<file path="config.mk">
export PLATFORM = sky130hd
export DESIGN_NAME = dispatch_unit
export DESIGN_NICKNAME = d
export VERILOG_FILES = /design/src/rtl/dispatch_unit.sv
export SDC_FILE = /design/constraint.sdc
export NUM_CORES = 1
export LEC_CHECK = 0
export CORE_AREA = 5 5 228 230
export CTS_CLUSTER_DIAMETER = 40
export CTS_CLUSTER_SIZE = 40
export DETAILED_ROUTE_END_ITERATION = 7
export DIE_AREA = 0 0 233 235
export PLACE_DENSITY_LB_ADDON = 0.2
export SLEW_MARGIN = 20
export SYNTH_ARGS = -nofsm -noshare
export SYNTH_HDL_FRONTEND = slang
export SYNTH_SLANG_ARGS = --single-unit
</file>
<file path="constraint.sdc">
create_clock -name clk -period 6.89 [get_ports clk]
set_input_delay 1.378 -clock clk [delete_from_list [all_inputs] [get_ports clk]]
set_output_delay 1.378 -clock clk [all_outputs]
set_load 0.01 [all_outputs]
</file>
<file path="src/rtl/dispatch_unit.sv">
// In-order Tomasulo dispatch: pops the IB head, renames through a 16-entry register
// status file, issues to the ALU/LD reservation stations and resolves jumps locally.
module dispatch_unit #(
    parameter int TAGW = 4,
    parameter int NREG = 16
) (
    input  logic               clk,
    input  logic               rst_n,
    input  logic               ib_empty,
    input  logic [15:0]        ib_data_out,
    output logic               ib_pop,
    output logic               ib_flush,
    output logic               branch_taken,
    output logic [15:0]        branch_target,
    input  logic               alu_free,
    input  logic [TAGW-1:0]    alu_free_tag,
    input  logic               ld_free,
    input  logic [TAGW-1:0]    ld_free_tag,
    output logic               issue_valid,
    output logic               issue_unit,
    output logic [TAGW-1:0]    issue_tag,
    output logic               src0_rdy,
    output logic               src1_rdy,
    output logic [15:0]        src0_val,
    output logic [15:0]        src1_val,
    output logic [TAGW-1:0]    src0_tag,
    output logic [TAGW-1:0]    src1_tag,
    input  logic               cdb_valid,
    input  logic [TAGW-1:0]    cdb_tag,
    input  logic [15:0]        cdb_val,
    output logic               halted,
    input  logic [3:0]         dbg_raddr,
    output logic [TAGW+16:0]   dbg_rdata,
    output logic [1:0]         dbg_state
);

    typedef enum logic [1:0] {
        S_RUN   = 2'd0,
        S_WAITZ = 2'd1,
        S_FLUSH = 2'd2,
        S_HALT  = 2'd3
    } state_t;

    localparam logic [3:0] OP_MOV  = 4'b0000;
    localparam logic [3:0] OP_ADD  = 4'b0001;
    localparam logic [3:0] OP_LD   = 4'b0010;
    localparam logic [3:0] OP_JMP  = 4'b0100;
    localparam logic [3:0] OP_JZ   = 4'b0110;
    localparam logic [3:0] OP_HALT = 4'b1111;

    state_t            state;
    logic              reg_busy [NREG];
    logic [TAGW-1:0]   reg_tag  [NREG];
    logic [15:0]       reg_val  [NREG];
    logic [TAGW-1:0]   wait_tag;
    logic [15:0]       wait_target;

    logic [3:0] op, ra, rb, rt;
    logic       is_add, is_ld, can_go;

    assign op = ib_data_out[15:12];
    assign ra = ib_data_out[11:8];
    assign rb = ib_data_out[7:4];
    assign rt = ib_data_out[3:0];

    assign is_add = (op == OP_ADD);
    assign is_ld  = (op == OP_LD);

    // Handshakes: ib_pop is a ready to the show-ahead IB (head valid = !ib_empty) and
    // issue_valid is a valid to the RS whose free flag is its ready; each transfer
    // completes at the posedge where both sides are high, and nothing is held across cycles.
    always_comb begin
        can_go = 1'b1;
        if (is_add) can_go = alu_free;
        if (is_ld)  can_go = ld_free;
    end

    assign ib_pop      = rst_n && (state == S_RUN) && !ib_empty && can_go;
    assign issue_valid = ib_pop && (is_add || is_ld);
    assign issue_unit  = is_ld;
    assign issue_tag   = is_ld ? ld_free_tag : alu_free_tag;

    // Operand read with same-cycle CDB bypass; always reflects pre-rename state.
    always_comb begin
        src0_rdy = 1'b1;
        src0_val = reg_val[ra];
        src0_tag = reg_tag[ra];
        if (reg_busy[ra]) begin
            if (cdb_valid && (cdb_tag == reg_tag[ra])) src0_val = cdb_val;
            else                                       src0_rdy = 1'b0;
        end
        src1_rdy = 1'b1;
        src1_val = reg_val[rb];
        src1_tag = reg_tag[rb];
        if (reg_busy[rb]) begin
            if (cdb_valid && (cdb_tag == reg_tag[rb])) src1_val = cdb_val;
            else                                       src1_rdy = 1'b0;
        end
    end

    assign dbg_rdata = {reg_busy[dbg_raddr], reg_tag[dbg_raddr], reg_val[dbg_raddr]};
    assign dbg_state = state;

    // Register status file: CDB retirement first, so a same-cycle rename overrides it.
    always_ff @(posedge clk or negedge rst_n) begin
        if (!rst_n) begin
            for (int i = 0; i < NREG; i++) begin
                reg_busy[i] <= 1'b0;
                reg_tag[i]  <= '0;
                reg_val[i]  <= '0;
            end
        end else begin
            if (cdb_valid) begin
                for (int i = 0; i < NREG; i++) begin
                    if (reg_busy[i] && (reg_tag[i] == cdb_tag)) begin
                        reg_busy[i] <= 1'b0;
                        reg_val[i]  <= cdb_val;
                    end
                end
            end
            if (issue_valid) begin
                reg_busy[rt] <= 1'b1;
                reg_tag[rt]  <= issue_tag;
            end else if (ib_pop && (op == OP_MOV)) begin
                reg_busy[rt] <= 1'b0;
                reg_val[rt]  <= {8'b0, ib_data_out[11:4]};
            end
        end
    end

    always_ff @(posedge clk or negedge rst_n) begin
        if (!rst_n) begin
            state         <= S_RUN;
            ib_flush      <= 1'b0;
            branch_taken  <= 1'b0;
            branch_target <= '0;
            halted        <= 1'b0;
            wait_tag      <= '0;
            wait_target   <= '0;
        end else begin
            ib_flush     <= 1'b0;
            branch_taken <= 1'b0;
            case (state)
                S_RUN: begin
                    if (ib_pop) begin
                        case (op)
                            OP_JMP: begin
                                branch_taken  <= 1'b1;
                                ib_flush      <= 1'b1;
                                branch_target <= {4'b0, ib_data_out[11:0]};
                                state         <= S_FLUSH;
                            end
                            OP_JZ: begin
                                if (src0_rdy) begin
                                    if (src0_val == 16'd0) begin
                                        branch_taken  <= 1'b1;
                                        ib_flush      <= 1'b1;
                                        branch_target <= {8'b0, ib_data_out[7:0]};
                                        state         <= S_FLUSH;
                                    end
                                end else begin
                                    wait_tag    <= src0_tag;
                                    wait_target <= {8'b0, ib_data_out[7:0]};
                                    state       <= S_WAITZ;
                                end
                            end
                            OP_HALT: begin
                                halted <= 1'b1;
                                state  <= S_HALT;
                            end
                            default: ;
                        endcase
                    end
                end
                S_WAITZ: begin
                    if (cdb_valid && (cdb_tag == wait_tag)) begin
                        if (cdb_val == 16'd0) begin
                            branch_taken  <= 1'b1;
                            ib_flush      <= 1'b1;
                            branch_target <= wait_target;
                            state         <= S_FLUSH;
                        end else begin
                            state <= S_RUN;
                        end
                    end
                end
                S_FLUSH: state <= S_RUN;
                default: state <= S_HALT;
            endcase
        end
    end

endmodule
</file>
==> flow_metrics.py <==
metrics = {
    "yosys": {
        "ys.flop_type": "dfrtp_1",
        "syn_area_per_cell_sq_um": 12.3,
        "yosys_warnings": 0,
        "netlist_instances": 1996,
        "ys_ff_latch": 364,
        "synth-edff-count": 0,
        "ys_seq_area_frac": 0.370,
        "postSynth.asyncResetShare": 1.00,
        "ys_types": 60,
        "mappedNetlistArea_sq_um": 24600,
    },
    "pwr": {
        "sw_frac_of_total": 0.268,
        "internal_power_mw": 5.10,
        "power.leakage_nw": 14.1,
        "seqPwrFrac": 0.340,
        "power_density_nw_per_um2": 238,
        "p_switching_mw": 1.86,
        "pwr-share-clk": 0.531,
        "p_comb_frac": 0.129,
        "ir_worst_vdd_mv": 0.179,
        "p_total_mw": 6.97,
    },
    "clock_network": {
        "cts.htree.levels": 3,
        "cts_tree": "yes",
        "clock_path_buffers": 3,
        "post_cts_resized": 0,
        "cts-buffers-inserted": 73,
        "root_buffer": "clkbuf_16",
        "post_cts_buffers": 0,
        "cts_num_sinks": 364,
        "clk_pin_slew_ps": 50,
        "clkLatencyLatePin_ps": 610,
        "holdBufCountCts": 0,
    },
    "worst_hold_path": {
        "hold_path_class": "reg2reg",
        "hp-start": "halted",
        "min_to": "halted",
        "hold_depth": 1,
    },
    "run_status": {
        "status": "finished clean",
    },
    "sta": {
        "final.setup.worst_slack_ps": 508,
        "worst_hold_slack_ps": 493,
        "fin_crit_ps": 6380,
        "fmax_ghz": 0.157,
        "maxSlewViolCount": 0,
        "period_share": 0.926,
        "setup_viol": 0,
        "hold_violations": 0,
        "final.setup.tns_ps": 0,
        "worstMarginPinSlew_ps": 1070,
        "max_slew_margin": 0.286,
        "fin_worst_skew_ps": 25.6,
        "rsz0062_at_grt": "false",
    },
    "critical_path": {
        "arrival_ps": 5000,
        "endpoint_kind": "output pin",
        "required_ps": 5510,
        "start_kind": "input pin",
        "crit_type": "in2out",
        "reg2reg_slack_ps": 3270,
        "r2r_cells": 7,
        "worstPathCellList": "buf_4 > mux4_2 > mux4_2 > xnor2_1 > nand2_1 > nor4_1 > and2_1 > buf_4 > mux2_2 > clkdlybuf4s50_1",
        "r2r_start": "dbg_state[0]",
        "cpPeakStageDelay_ps": 510,
        "path_max_fanout": 38,
        "crit_start": "ib_data_out[5]",
        "r2r-end": "reg_val[103]",
        "slowest_stage": "mux4_2",
    },
    "final_layout": {
        "drive_above_1_share": 0.305,
        "final_common_cell": "dfrtp_1",
        "design_area_sq_um": 29200,
        "areaGrowthSynthToFinish_pct": 18.6,
        "fillCellCount": 4032,
        "finalNetCount": 2148,
        "final_cell_mix": "364 x dfrtp_1, 278 x mux4_2, 267 x mux2i_1",
    },
    "detailed_routing": {
        "dr_total_vias": 19300,
        "first_iter_violations": 2565,
        "wl_mm": 89.3,
        "drc": 0,
        "avgRoutedWirePerCell_microns": 31.6,
        "viasPerCell": 6.84,
        "first_pass_iters": 6,
        "drtAntennaViolNets": 0,
    },
    "floorplanning": {
        "dieArea_sq_um": 54800,
        "die_h_microns": 235,
        "die_x_microns": 233,
        "fp-row-count": 82,
        "initial_utilization": 0.496,
        "io_pins": 145,
        "core-area_sq_um": 49700,
    },
    "global_route": {
        "grt_pass1_vias": 19300,
        "antenna_found_initial": 3,
        "grt_max_degree": 166,
        "grt-ovfl-total": 0,
        "grt_first_pass_wirelength_mm": 131,
        "grt_usage": 0.325,
    },
    "place": {
        "dp_hpwl_mm": 56.5,
        "numPortBuffers": 140,
        "place_ws_ps": 625,
        "postPlaceCellArea_sq_um": 26700,
        "gp_congestion": 0.974,
    },
    "flow_run": {
        "max_cap_viol_count": 0,
    },
}
-- stage by stage --
step | instances | utilization
2_1_floorplan | 1999 | -
3_3_place_gp | 2691 | 0.537
3_5_place_dp | 2691 | 0.537
4_1_cts | 2824 | 0.588
5_1_grt | 2824 | 0.588
6_report | 2825 | 0.589
-- cell usage after synthesis, types with 2 or more instances --
cell type | number | area (sq um)
a21oi_1 | 21 | 105
a22o_1 | 4 | 35.0
a22oi_1 | 39 | 293
a31oi_1 | 3 | 18.8
and2_1 | 4 | 25.0
and3_1 | 2 | 12.5
and4_1 | 2 | 17.5
buf_1 | 39 | 146
buf_12 | 2 | 40.0
buf_2 | 25 | 125
buf_4 | 10 | 75.1
buf_6 | 4 | 45.0
clkbuf_1 | 119 | 447
dfrtp_1 | 364 | 9110
inv_1 | 9 | 33.8
mux2_2 | 114 | 1280
mux2_4 | 13 | 195
mux2i_1 | 267 | 2670
mux4_1 | 13 | 342
mux4_2 | 278 | 6260
nand2_1 | 160 | 601
nand2b_1 | 6 | 37.5
nand3_1 | 19 | 95.1
nand4_1 | 19 | 119
nor2_1 | 177 | 664
nor2b_1 | 6 | 37.5
nor3_1 | 25 | 125
nor4_1 | 11 | 68.8
nor4b_1 | 2 | 17.5
o21ai_0 | 133 | 666
or2_2 | 5 | 31.3
or3_1 | 2 | 12.5
or4_1 | 2 | 15.0
xnor2_1 | 20 | 175
xor2_1 | 52 | 455
-- worst max-delay path, delay by kind of cell --
family / cells / cell delay (ps)
and+or+nand+nor: 3 / 750
buffers and inverters: 3 / 1310
muxes: 3 / 1360
xor gates and xnor gates: 1 / 200
-- cells by family (layout without fill, tap and decap cells) --
family,count (synthesis),count (layout),share of synthesized area
mux,685,685,0.436
flops,364,364,0.370
xor+xnor,72,72,0.0256
compound gates,217,217,0.0516
simple gates,448,448,0.0789
other cells,1,5,0.000152
buf+inv,209,362,0.0376
-- worst max path at each step --
stage                       end  slack [ps]  cells after the start
finish              src1_val[2]         510                     10
global route        src1_val[2]         440                     10
CTS                 src1_val[2]         620                      8
detailed placement  src1_val[2]         630                      8
global placement    src1_val[2]         640                      8
floorplan           src1_val[0]        1550                      9
-- area by class of cell --
type | instances | area [sq um] | share of cell area
tap | 672 | 841 | 0.0288
multi-input combinational | 1426 | 14700 | 0.502
inverter | 9 | 33.8 | 0.00116
antenna | 1 | 2.50 | 0.0000856
timing repair buffer | 220 | 2000 | 0.0685
clock inverter | 42 | 517 | 0.0177
clock buffer | 91 | 2050 | 0.0701
sequential | 364 | 9110 | 0.312
-- state kept, by name, indices dropped and copies added, names as in the netlist --
signal / cells
reg_busy: 16
reg_val: 256
branch_taken: 1
wait_tag: 4
branch_target: 12
dbg_state: 2
wait_target: 8
reg_tag: 64
halted: 1
-- per-layer routing --
| metal | GRT usage | part of all wire | routed length (microns) |
|---|---|---|---|
| met1 | 0.427 | 0.37 | 32700 |
| met2 | 0.499 | 0.46 | 41500 |
| met3 | 0.0879 | 0.11 | 9500 |
| met4 | 0.165 | 0.062 | 5570 |
| met5 | 0 | 0.00030 | 27 |
-- power groups by stage --
stage                     sequential (mW)  clock, mW  combinational [mW]
after floorplan                      2.36          0               0.542
after global placement               2.39          0               0.881
after detailed placement             2.40          0               0.889
after CTS                            2.36       3.75               0.893
after global routing                 2.38       3.84               0.950
final                                2.37       3.70               0.896
No activity file was read; power rests on OpenSTA's default activity.
